--- src/rtl/namesuite_replay_issuer.sv ---
// Purpose: initiator side of a valid/replay handshake; issues one request, backs off and re-issues on replay.
// Latency: accept at t -> issue at t+1 -> done at t+2; each replay adds BACKOFF idle cycles before the re-issue.
// Backpressure: io_in_ready is high only in IDLE; io_replay from the responder pushes the request into backoff.
module namesuite_replay_issuer #(
    parameter int W         = 8,
    parameter int MAX_RETRY = 3,
    parameter int BACKOFF   = 2
) (
    input  logic           clk,
    input  logic           reset,
    input  logic           io_in_valid,
    output logic           io_in_ready,
    input  logic [W-1:0]   io_in_bits,
    output logic           io_valid,
    output logic [W-1:0]   io_bits,
    input  logic           io_replay,
    output logic           io_done,
    output logic           io_fail,
    output logic [3:0]     io_attempts,
    output logic [15:0]    io_replay_count
);

    typedef enum logic [1:0] {
        ST_IDLE    = 2'd0,
        ST_ISSUE   = 2'd1,
        ST_BACKOFF = 2'd2
    } state_t;

    localparam logic [3:0] MAX_R    = 4'(MAX_RETRY);
    localparam logic [3:0] BOFF_RLD = 4'(BACKOFF - 1);

    state_t         state;
    logic [W-1:0]   payload;
    logic [3:0]     retry_cnt;
    logic [3:0]     boff_cnt;
    logic [15:0]    replay_cnt;

    // Handshake strobes decode straight from state so they track the FSM with no lag.
    assign io_in_ready     = (state == ST_IDLE);
    assign io_valid        = (state == ST_ISSUE);
    assign io_bits         = payload;
    assign io_replay_count = replay_cnt;

    // Request FSM: capture, issue, back off on replay, give up after MAX_RETRY replays.
    always_ff @(posedge clk or negedge reset) begin
        if (!reset) begin
            state       <= ST_IDLE;
            payload     <= '0;
            retry_cnt   <= '0;
            boff_cnt    <= '0;
            replay_cnt  <= '0;
            io_done     <= 1'b0;
            io_fail     <= 1'b0;
            io_attempts <= '0;
        end else begin
            // Completion strobes are single-cycle pulses.
            io_done <= 1'b0;
            io_fail <= 1'b0;
            case (state)
                ST_IDLE: begin
                    if (io_in_valid) begin
                        payload   <= io_in_bits;
                        retry_cnt <= '0;
                        state     <= ST_ISSUE;
                    end
                end
                ST_ISSUE: begin
                    if (!io_replay) begin
                        io_done     <= 1'b1;
                        io_attempts <= retry_cnt;
                        state       <= ST_IDLE;
                    end else begin
                        // Every replay seen while issuing is counted, including the fatal one.
                        if (replay_cnt != 16'hFFFF) begin
                            replay_cnt <= replay_cnt + 16'd1;
                        end
                        if (retry_cnt == MAX_R) begin
                            io_fail     <= 1'b1;
                            io_attempts <= MAX_R;
                            state       <= ST_IDLE;
                        end else begin
                            retry_cnt <= retry_cnt + 4'd1;
                            boff_cnt  <= BOFF_RLD;
                            state     <= ST_BACKOFF;
                        end
                    end
                end
                ST_BACKOFF: begin
                    // Loading BACKOFF-1 and leaving at zero gives exactly BACKOFF idle cycles.
                    if (boff_cnt == 4'd0) begin
                        state <= ST_ISSUE;
                    end else begin
                        boff_cnt <= boff_cnt - 4'd1;
                    end
                end
                default: begin
                    state <= ST_IDLE;
                end
            endcase
        end
    end

endmodule

--- config.mk ---
export PLATFORM = sky130hd
export DESIGN_NAME = namesuite_replay_issuer
export DESIGN_NICKNAME = d
export VERILOG_FILES = /design/src/rtl/namesuite_replay_issuer.sv
export SDC_FILE = /design/constraint.sdc
export NUM_CORES = 1
export LEC_CHECK = 0
export CORE_MARGIN = 2
export CORE_UTILIZATION = 49
export DETAILED_ROUTE_END_ITERATION = 8
export HOLD_SLACK_MARGIN = 0.15
export PLACE_DENSITY = 0.79
export REMOVE_ABC_BUFFERS = 1
export SYNTH_ARGS = -nofsm -noshare
export SYNTH_HDL_FRONTEND = slang
export SYNTH_SLANG_ARGS = --single-unit
--- constraint.sdc ---
create_clock -name clk -period 2.3 [get_ports clk]
set_input_delay 0.345 -clock clk [delete_from_list [all_inputs] [get_ports clk]]
set_output_delay 0.345 -clock clk [all_outputs]
set_load 0.03 [all_outputs]
==> results of run 1 <==
==> placed cells by master, fill, tap and decap left out, types with 3 or more instances in the layout <==
master	instances
nand3_1	7
nor2_1	10
and3_1	4
xor2_1	7
clkdlybuf4s50_1	42
ha_1	4
dfrtp_1	40
xnor2_1	6
nor3_1	3
inv_1	4
mux2_2	8
mux2i_1	3
o21ai_0	3
nand2_1	8
a22o_1	3
clkbuf_8	7
nor3b_1	3
a21oi_1	3
==> worst min path at each step <==
| stage | startpoint | endpoint | slack, ns |
|---|---|---|---|
| final | reset | io_attempts[3] | 0.16 |
| after global placement | io_attempts[3] | io_attempts[3] | 0.48 |
| after CTS | reset | io_replay_count[9] | 0.20 |
| after floorplan | reset | boff_cnt[0] | 0.05 |
| after global routing | reset | io_replay_count[10] | 0.25 |
| after detailed placement | io_attempts[2] | io_attempts[2] | 0.49 |
==> cell families after synthesis <==
family	after synthesis	share of synthesized area (%)
XOR/XNOR	13	6.00
buffers and inverters	9	1.85
AND/OR/NAND/NOR	59	21.5
adder cells (fa/ha/maj)	4	2.64
flip-flops	40	52.7
AO/OA/AOI/OAI	19	7.58
multiplexers	13	7.71
==> per-stage QoR <==
stage | std cells | power, mW | util, % | area [sq um]
final | 252 | 2.76 | 67.1 | 2470
after CTS | 252 | 2.78 | 67.1 | 2470
after global placement | 245 | 2.22 | 64.5 | 2380
after floorplan | 152 | 1.79 | - | 1880
after detailed placement | 245 | 2.27 | 64.5 | 2380
after global routing | 252 | 2.91 | 67.1 | 2470
==> area by class of cell <==
class,count,area [sq um],share of cell area [%]
inverter,4,15.0,0.607
clock buffer,7,96.3,3.89
sequential,40,1000,40.4
multi-input combinational,108,862,34.8
timing repair buffer,45,440,17.8
tap,48,60.1,2.43
==> sequential cells by signal (all words and copies together), names as in the netlist <==
register         cells
io_replay_count     16
io_bits              8
boff_cnt             4
io_attempts          4
retry_cnt            4
state                2
io_done              1
io_fail              1
==> metal layers <==
metal	vias to the layer above	track usage [%]	share of wire [%]
li1	652	-	-
met5	-	0	0
met1	681	23.5	42
met2	37	35.3	52
met4	0	7.14	1.1
met3	6	6.47	5.2
==> power groups by stage <==
stage | registers, mW | clock network (mW) | logic [mW]
after CTS | 1.08 | 0.509 | 1.19
after global placement | 1.07 | 0 | 1.15
final | 1.08 | 0.502 | 1.18
after floorplan | 1.31 | 0 | 0.477
after global routing | 1.11 | 0.538 | 1.27
after detailed placement | 1.09 | 0 | 1.19
==> worst register-to-register path: stages, from the launching register on <==
cell	delay [ns]
dfrtp_1	0.37
inv_1	0.09
ha_1	0.22
nor3b_1	0.15
or3b_2	0.53
and2_4	0.21
o2bb2ai_1	0.12
==> summary.md, run 1 <==
| Metric | Value |
|---|---|
| Status | `finished clean` |
| WL/cell | `~15 um` |
| Switching share of power | `38.3%` |
| Max VDD drop | `slightly above 0.0007 V` |
| Post-CTS sizing | `0` |
| IO Pins | `44` |
| Share of the yosys chip area belonging to registers | `between 50 and 60%` |
| Share of layout cells above drive strength 1 | `14.7%` |
| Yosys cell types | `between 40 and 50` |
| Die area | `about 0.0044 sq mm` |
| Diodes inserted | `0` |
| Number of port buffers | `43` |
| Worst reg2reg setup slack | `0.50 ns` |
| Clk_lat worst skew | `~0.29 ns` |
| Async S/R FF share, synth | `100%` |
| Most frequent cells after synthesis | `dfrtp_1, nor2_1, mux2_2, nand2_1` |
| Leak | `1.15 nW` |
| Crit. End Element | `output port` |
| DR iter-0 viols | `46` |
| DP Worst Slack | `approximately 0.31 ns` |
| GR Util All Layers | `20.3%` |
| CP arrival | `1.81 ns` |
| Root Driver | `clkbuf_8` |
| Syn Area/Cell | `around 12 sq um` |
| Worst-path clk slew | `about 0.08 ns` |
| RSZ-0062 raised after global routing | `false` |
| Worst Hold Class | `input port to asynchronous set/reset pin` |
| Hold buffer count at cts | `0` |
| CTS sink cnt | `40` |
| Die Ht | `roughly 66 um` |
| Predominant post-synthesis flop cell | `dfrtp_1` |
| Routed WL | `between 3000 and 4000 um` |
| TritonCTS Buffers | `5` |
| CP delay by family, top | `buffers and inverters` |
| Number of global-route vias before repair | `1,449` |
| Detail Route Antenna Nets | `0` |
| Combinational Power Share | `between 40% and 50%` |
| Setup TNS | `0 ns` |
| R2R cell count | `6` |
| Worst setup path class | `register to output port` |
| #FFs+latches synth | `40` |
| Crit Path Max Fanout | `8` |
| First-pass DRT Iterations | `4` |
| Final WS setup | `~0.15 ns` |
| Worst Path Required | `1.96 ns` |
| Count leader, synth | `dfrtp_1` |
| Final Hold Viols | `0` |
| Fmax | `465 MHz` |
| Crit path depth | `3` |
| Core Area | `between 0.003 and 0.004 sq mm` |
| Worst setup path end | `io_valid` |
| FF-to-FF Start | `boff_cnt[0]` |
| Final hold slack | `about 0.16 ns` |
| Filler Cells Inserted | `297` |
| Clock share of power | `around 18%` |
| First-pass GRT wire length | `about 6700 um` |
| Critical path buffers and inverters | `2` |
| Vias per inst | `around 5.5` |
| Die X-Extent | `around 66 um` |
| Tmin final | `between 2 and 2.5 ns` |
| Largest net degree at the start of global routing | `41` |
| TritonCTS clock tree | `done` |
| Top cells by area, synth | `dfrtp_1, mux2_2, xor2_1, xnor2_1, ha_1` |
| Area Growth Syn to Fin | `30.4%` |
| RR Endpoint | `boff_cnt[3]` |
| Internal Power | `approximately 1.7 mW` |
| Slew Limit Headroom | `a little over two fifths` |
| Post-CTS setup buffer count | `0` |
| Startpoint Class | `register` |
| CP startpoint | `state[1]` |
| Sequential power share | `approximately two fifths` |
| Largest area contributor in the netlist | `dfrtp_1` |
| Worst Tran Pin Value | `just under 0.9 ns` |
| Gr ovfl total | `0` |
| Dpl hpwl | `slightly below 3000 um` |
| Initial core utilization | `about half` |
| Cell count after synthesis | `between 150 and 200` |
| Worst Skew | `just over 0.01 ns` |
| Critical path cell sequence | `nand2b_1 -> inv_1 -> clkdlybuf4s50_1` |
| Critical-path top delay cell | `clkdlybuf4s50_1` |
| Share of the synthesized area in the top cell type | `roughly 53%` |
| Gpl congestion | `approximately 0.86` |
| Max clock buf depth | `2` |
| H-tree depth | `2` |
| Setup violations, final | `0` |
| Ys Warns | `0` |
| Layout net count | `between 200 and 250` |
| Final slew viol count | `0` |
| Mapped Area | `roughly 0.0019 sq mm` |
| Post-synth EDFFs | `0` |
| Ratio of total power to cell area | `approximately 1100 mW/mm^2` |
| Switching Power | `1.06 mW` |
| Max_cap viols | `0` |
| DRC errors left | `0` |
| Fin crit share | `between 90 and 100%` |
| Critical path's largest stage delay | `0.67 ns` |
| Rows | `22` |
| Via count | `~1,400` |
| Initial antenna violation count | `0` |
Note: power is estimated with default switching activity, not from simulation.
==> inputs of run 2 (changes only) <==
--- a/config.mk
+++ b/config.mk
@@ -8,8 +8,10 @@
 export CORE_MARGIN = 2
 export CORE_UTILIZATION = 49
 export DETAILED_ROUTE_END_ITERATION = 8
+export GPL_ROUTABILITY_DRIVEN = 0
 export HOLD_SLACK_MARGIN = 0.15
 export PLACE_DENSITY = 0.79
+export RECOVER_POWER = 25
 export REMOVE_ABC_BUFFERS = 1
 export SYNTH_ARGS = -nofsm -noshare
 export SYNTH_HDL_FRONTEND = slang
==> summary.md, run 2 (synthesized netlist as in run 1, its figures left out) <==
| Metric | Value |
|---|---|
| Crit Path Max Fanout | `8 (unchanged)` |
| Clk_lat worst skew | `0.29 ns (about the same)` |
| Placed inst area | `0.00238 sq mm (unchanged)` |
| Fin crit share | `93.5% (unchanged)` |
| Critical path buffers and inverters | `2 (unchanged)` |
| Layout net count | `220 (unchanged)` |
| Internal Power | `1.70 mW (about the same)` |
| Setup violations, final | `0 (unchanged)` |
| Switching Power | `1.06 mW (unchanged)` |
| WL/cell | `15.3 um (unchanged)` |
| Setup TNS | `0 ns (unchanged)` |
| Filler Cells Inserted | `297 (unchanged)` |
| Post-CTS setup buffer count | `0 (unchanged)` |
| IO Pins | `44 (unchanged)` |
| Commonest non-fill, non-tap cells in the layout | `clkdlybuf4s50_1, dfrtp_1, nor2_1` |
| Register area | `0.00100 sq mm (unchanged)` |
| Largest register FFs | `16 (unchanged)` |
| TritonCTS Buffers | `5 (unchanged)` |
| Fmax | `465 MHz (unchanged)` |
| Combinational Power Share | `42.8% (about the same)` |
| Critical-path top delay cell | `clkdlybuf4s50_1` |
| Die Ht | `66.2 um (unchanged)` |
| Tmin final | `2.15 ns (unchanged)` |
| Rows | `22 (unchanged)` |
| Worst Tran Pin Value | `0.978 ns (+0.104 ns)` |
| Diodes inserted | `0 (unchanged)` |
| Number of global-route vias before repair | `1,449 (unchanged)` |
| Clock share of power | `18.2% (about the same)` |
| Area of the multi-input gates | `862 sq um (unchanged)` |
| CP startpoint | `state[1]` |
| Root Driver | `clkbuf_8` |
| First-pass GRT wire length | `6670 um (unchanged)` |
| Switching share of power | `38.3% (about the same)` |
| DRC errors left | `0 (unchanged)` |
| Largest net degree at the start of global routing | `41 (unchanged)` |
| CP arrival | `1.81 ns (about the same)` |
| Worst Skew | `0.0101 ns (unchanged)` |
| First-pass DRT Iterations | `4 (unchanged)` |
| Area Growth Syn to Fin | `30.4% (unchanged)` |
| Die area | `0.00439 sq mm (unchanged)` |
| Initial antenna violation count | `0 (unchanged)` |
| Post-CTS sizing | `0 (unchanged)` |
| CP delay by family, top | `buffers and inverters` |
| Sequential power share | `39.0% (about the same)` |
| Core Area | `0.00369 sq mm (unchanged)` |
| Final instance area | `0.00247 sq mm (unchanged)` |
| Worst Path Required | `1.96 ns (about the same)` |
| Slew Limit Headroom | `34.8% (-6.9 points)` |
| Routed WL | `3860 um (unchanged)` |
| Startpoint Class | `register` |
| Final Hold Viols | `0 (unchanged)` |
| TritonCTS clock tree | `done` |
| Critical path cell sequence | `nand2b_1 -> inv_1 -> clkdlybuf4s50_1` |
| Final slew viol count | `0 (unchanged)` |
| Vias per inst | `5.46 (unchanged)` |
| FF-to-FF Start | `boff_cnt[0]` |
| Max clock buf depth | `2 (unchanged)` |
| Worst Hold Class | `input port to asynchronous set/reset pin` |
| Die X-Extent | `66.2 um (unchanged)` |
| Dpl hpwl | `2940 um (unchanged)` |
| RSZ-0062 raised after global routing | `false` |
| Max_cap viols | `0 (unchanged)` |
| Hold buffer count at cts | `0 (unchanged)` |
| Status | `finished clean` |
| Initial core utilization | `51.5% (unchanged)` |
| Share of layout cells above drive strength 1 | `14.7% (unchanged)` |
| CTS sink cnt | `40 (unchanged)` |
| Via count | `1,376 (unchanged)` |
| Gr ovfl total | `0 (unchanged)` |
| Worst setup path class | `register to output port` |
| Number of port buffers | `43 (unchanged)` |
| Worst-path clk slew | `0.08 ns (about the same)` |
| Critical path's largest stage delay | `0.67 ns (about the same)` |
| DR iter-0 viols | `46 (unchanged)` |
| H-tree depth | `2 (unchanged)` |
| Crit. End Element | `output port` |
| Ratio of total power to cell area | `1110 mW/mm^2 (about the same)` |
| Max VDD drop | `0.000727 V (about the same)` |
| Leak | `1.15 nW (about the same)` |
| Detail Route Antenna Nets | `0 (unchanged)` |
| GR Util All Layers | `20.3% (unchanged)` |
| Commonest non-fill, non-tap cell in the layout | `clkdlybuf4s50_1` |
## run 2: cell types whose count changed in the layout (fill, tap and decap cells not counted), sizes merged
cell | previous run | this run
buf | 3 | 2
clkbuf | 7 | 8
## run 2: area by class of cell
cell class / count / area share, %
tap: 48 / 2.43
multi-input combinational: 108 / 34.8
clock buffer: 7 / 3.89
timing repair buffer: 45 / 17.8
sequential: 40 / 40.4
inverter: 4 / 0.607
## run 2: path summary, 6_finish.rpt
kind	end	slack (ns)	cells past startpoint
max	io_valid	0.15	3
min	io_attempts[3]	0.20	1
max reg2reg	boff_cnt[3]	0.50	6
min reg2reg	io_attempts[1]	0.51	1
max in group asynchronous	io_replay_count[0]	1.49	1
min in group clk	io_attempts[1]	0.51	1
## run 2: power by group through the flow
stage          clock network [mW]  registers (mW)  logic, mW
2_1_floorplan                   0            1.31      0.477
3_3_place_gp                    0            1.07       1.15
3_5_place_dp                    0            1.09       1.19
4_1_cts                     0.509            1.08       1.19
5_1_grt                     0.538            1.11       1.27
6_report                    0.502            1.08       1.18
## run 2: metal layers
layer	global-route usage, %	wire length, um	vias to the layer above
li1	-	-	652
met1	23.5	1600	681
met2	35.3	2010	37
met3	6.47	200	6
met4	7.14	42	0
met5	0	0	-
## run 2: metrics by stage
| stage | instances | setup WS (ns) | hold slack (ns) | utilization [%] | power (mW) |
|---|---|---|---|---|---|
| 6_report | 252 | 0.150 | 0.196 | 67.1 | 2.76 |
| 5_1_grt | 252 | 0.0651 | 0.289 | 67.1 | 2.91 |
| 4_1_cts | 252 | 0.148 | 0.199 | 67.1 | 2.78 |
| 3_5_place_dp | 245 | 0.306 | 0.494 | 64.5 | 2.27 |
| 3_3_place_gp | 245 | 0.369 | 0.484 | 64.5 | 2.22 |
| 2_1_floorplan | 152 | 0.441 | 0.0494 | - | 1.79 |
==> patch (flow settings as in run 1) <==
`W`: 8 -> 6.
--- a/src/rtl/namesuite_replay_issuer.sv
+++ b/src/rtl/namesuite_replay_issuer.sv
@@ -4,3 +4,3 @@
 module namesuite_replay_issuer #(
-    parameter int W         = 8,
+    parameter int W         = 6,
     parameter int MAX_RETRY = 3,
Ports: changed (resized io_bits and io_in_bits); port bits go from 44 to 40. The function was not compared with the original's and may differ.
==> patch against run 1 <==
Area after synthesis shrank 6.3%; non-clock buffer count shrank 2; sequential cell count shrank 2; routed wire length shrank 1.7%; die area shrank 6.0%; setup slack lost 0.020 ns; synthesized cell count grew 1.9%; power shrank 10%; clock skew grew 0.0014 ns; maximum frequency shrank 0.93%; global-route usage grew 0.68 points; cell area shrank 7.6%.
==> patch: results (changes against run 1) <==
[run_status]
status=finished, final reports clean

[layout]
fillers=282  ; -5.1%
multi_input_area_sq_um=788.3  ; -8.6%
num-nonclk-inverters=7  ; +3
buffers=43  ; -4.4%
register_area_sq_um=950.9  ; -5.0%
seq_cell_count=38  ; -5.0%
area_share_clock_buf_inv=0.01970  ; -0.01922
final-nonclk-buf-share=0.1828  ; +0.004856
nNetsFinal=221  ; +0.45%

[grt]
grt_pass1_wl_mm=6.644  ; -0.42%
grt_use_met2=0.3542  ; +0.001667
grt_usage=0.2100  ; +0.006757

[routing]
wl_mm=3.795  ; -1.7%
met2_length_mm=1.823  ; -9.3%
vias=1410  ; +2.5%
drt-initial-drc-count=85  ; +85%

[place]
hpwlAfterDp_mm=2.785  ; -5.2%
place_ws_ns=0.2496  ; -0.05678 ns
gp_congestion=0.8734  ; +1.3%
portBuffers=39  ; -9.3%

[hold_path]
hold_class=reg2reg

[power]
leakagePower_nw=1.025  ; -11%
p_int_mw=1.454  ; -15%
clockPowerShare=0.130  ; -0.052

[synthesis]
syn_inst=160  ; +1.9%
synth.yosys.seq_area_share=0.5348  ; +0.007478
yosys-top-cells-area=dfrtp_1, xor2_1, mux2_2, nand2_1, ha_1
synth_top_area_frac=0.5348  ; +0.007478

[critical_path]
reg2reg_setup_slack_ns=0.45  ; -0.05 ns
critical_path_arrival_ns=1.83  ; +0.02 ns
r2r_start=retry_cnt[0]
path_max_fanout=7  ; -1

[die]
die_width_um=64.24  ; -3.0%

[timing]
fin_skew_ns=0.01154  ; +0.001424 ns
max_freq_mhz=460.8  ; -0.93%

[clocking]
clk_latency_ns=0.34  ; +0.05 ns

==> patch: kinds of logic (layout without fill, tap and decap cells) <==
| logic type | after synthesis | count (layout) | synth area share |
|---|---|---|---|
| and+or+nand+nor | 63 | 63 | 0.2132 |
| DFF | 38 | 38 | 0.5348 |
| AOI/OAI and AO/OA | 27 | 27 | 0.1020 |
| xor gates and xnor gates | 10 | 10 | 0.04926 |
| buffers and inverters | 10 | 57 | 0.02182 |
| muxes | 8 | 8 | 0.05067 |
| adders and majority gates | 4 | 4 | 0.02815 |
==> patch: what timing repair did <==
item,CTS,global route
hold endpoints to repair,38,0
hold buffers,1,0
resized for setup,0,0
==> patch: worst min-delay path by stage <==
stage,start,to,slack [ns]
after detailed placement,reset,io_attempts[0],0.49
after global placement,io_attempts[3],io_attempts[3],0.48
final,io_attempts[3],io_attempts[3],0.51
after floorplan,reset,boff_cnt[0],0.05
after global routing,io_replay_count[15],io_replay_count[15],0.52
after CTS,io_replay_count[15],io_replay_count[15],0.51
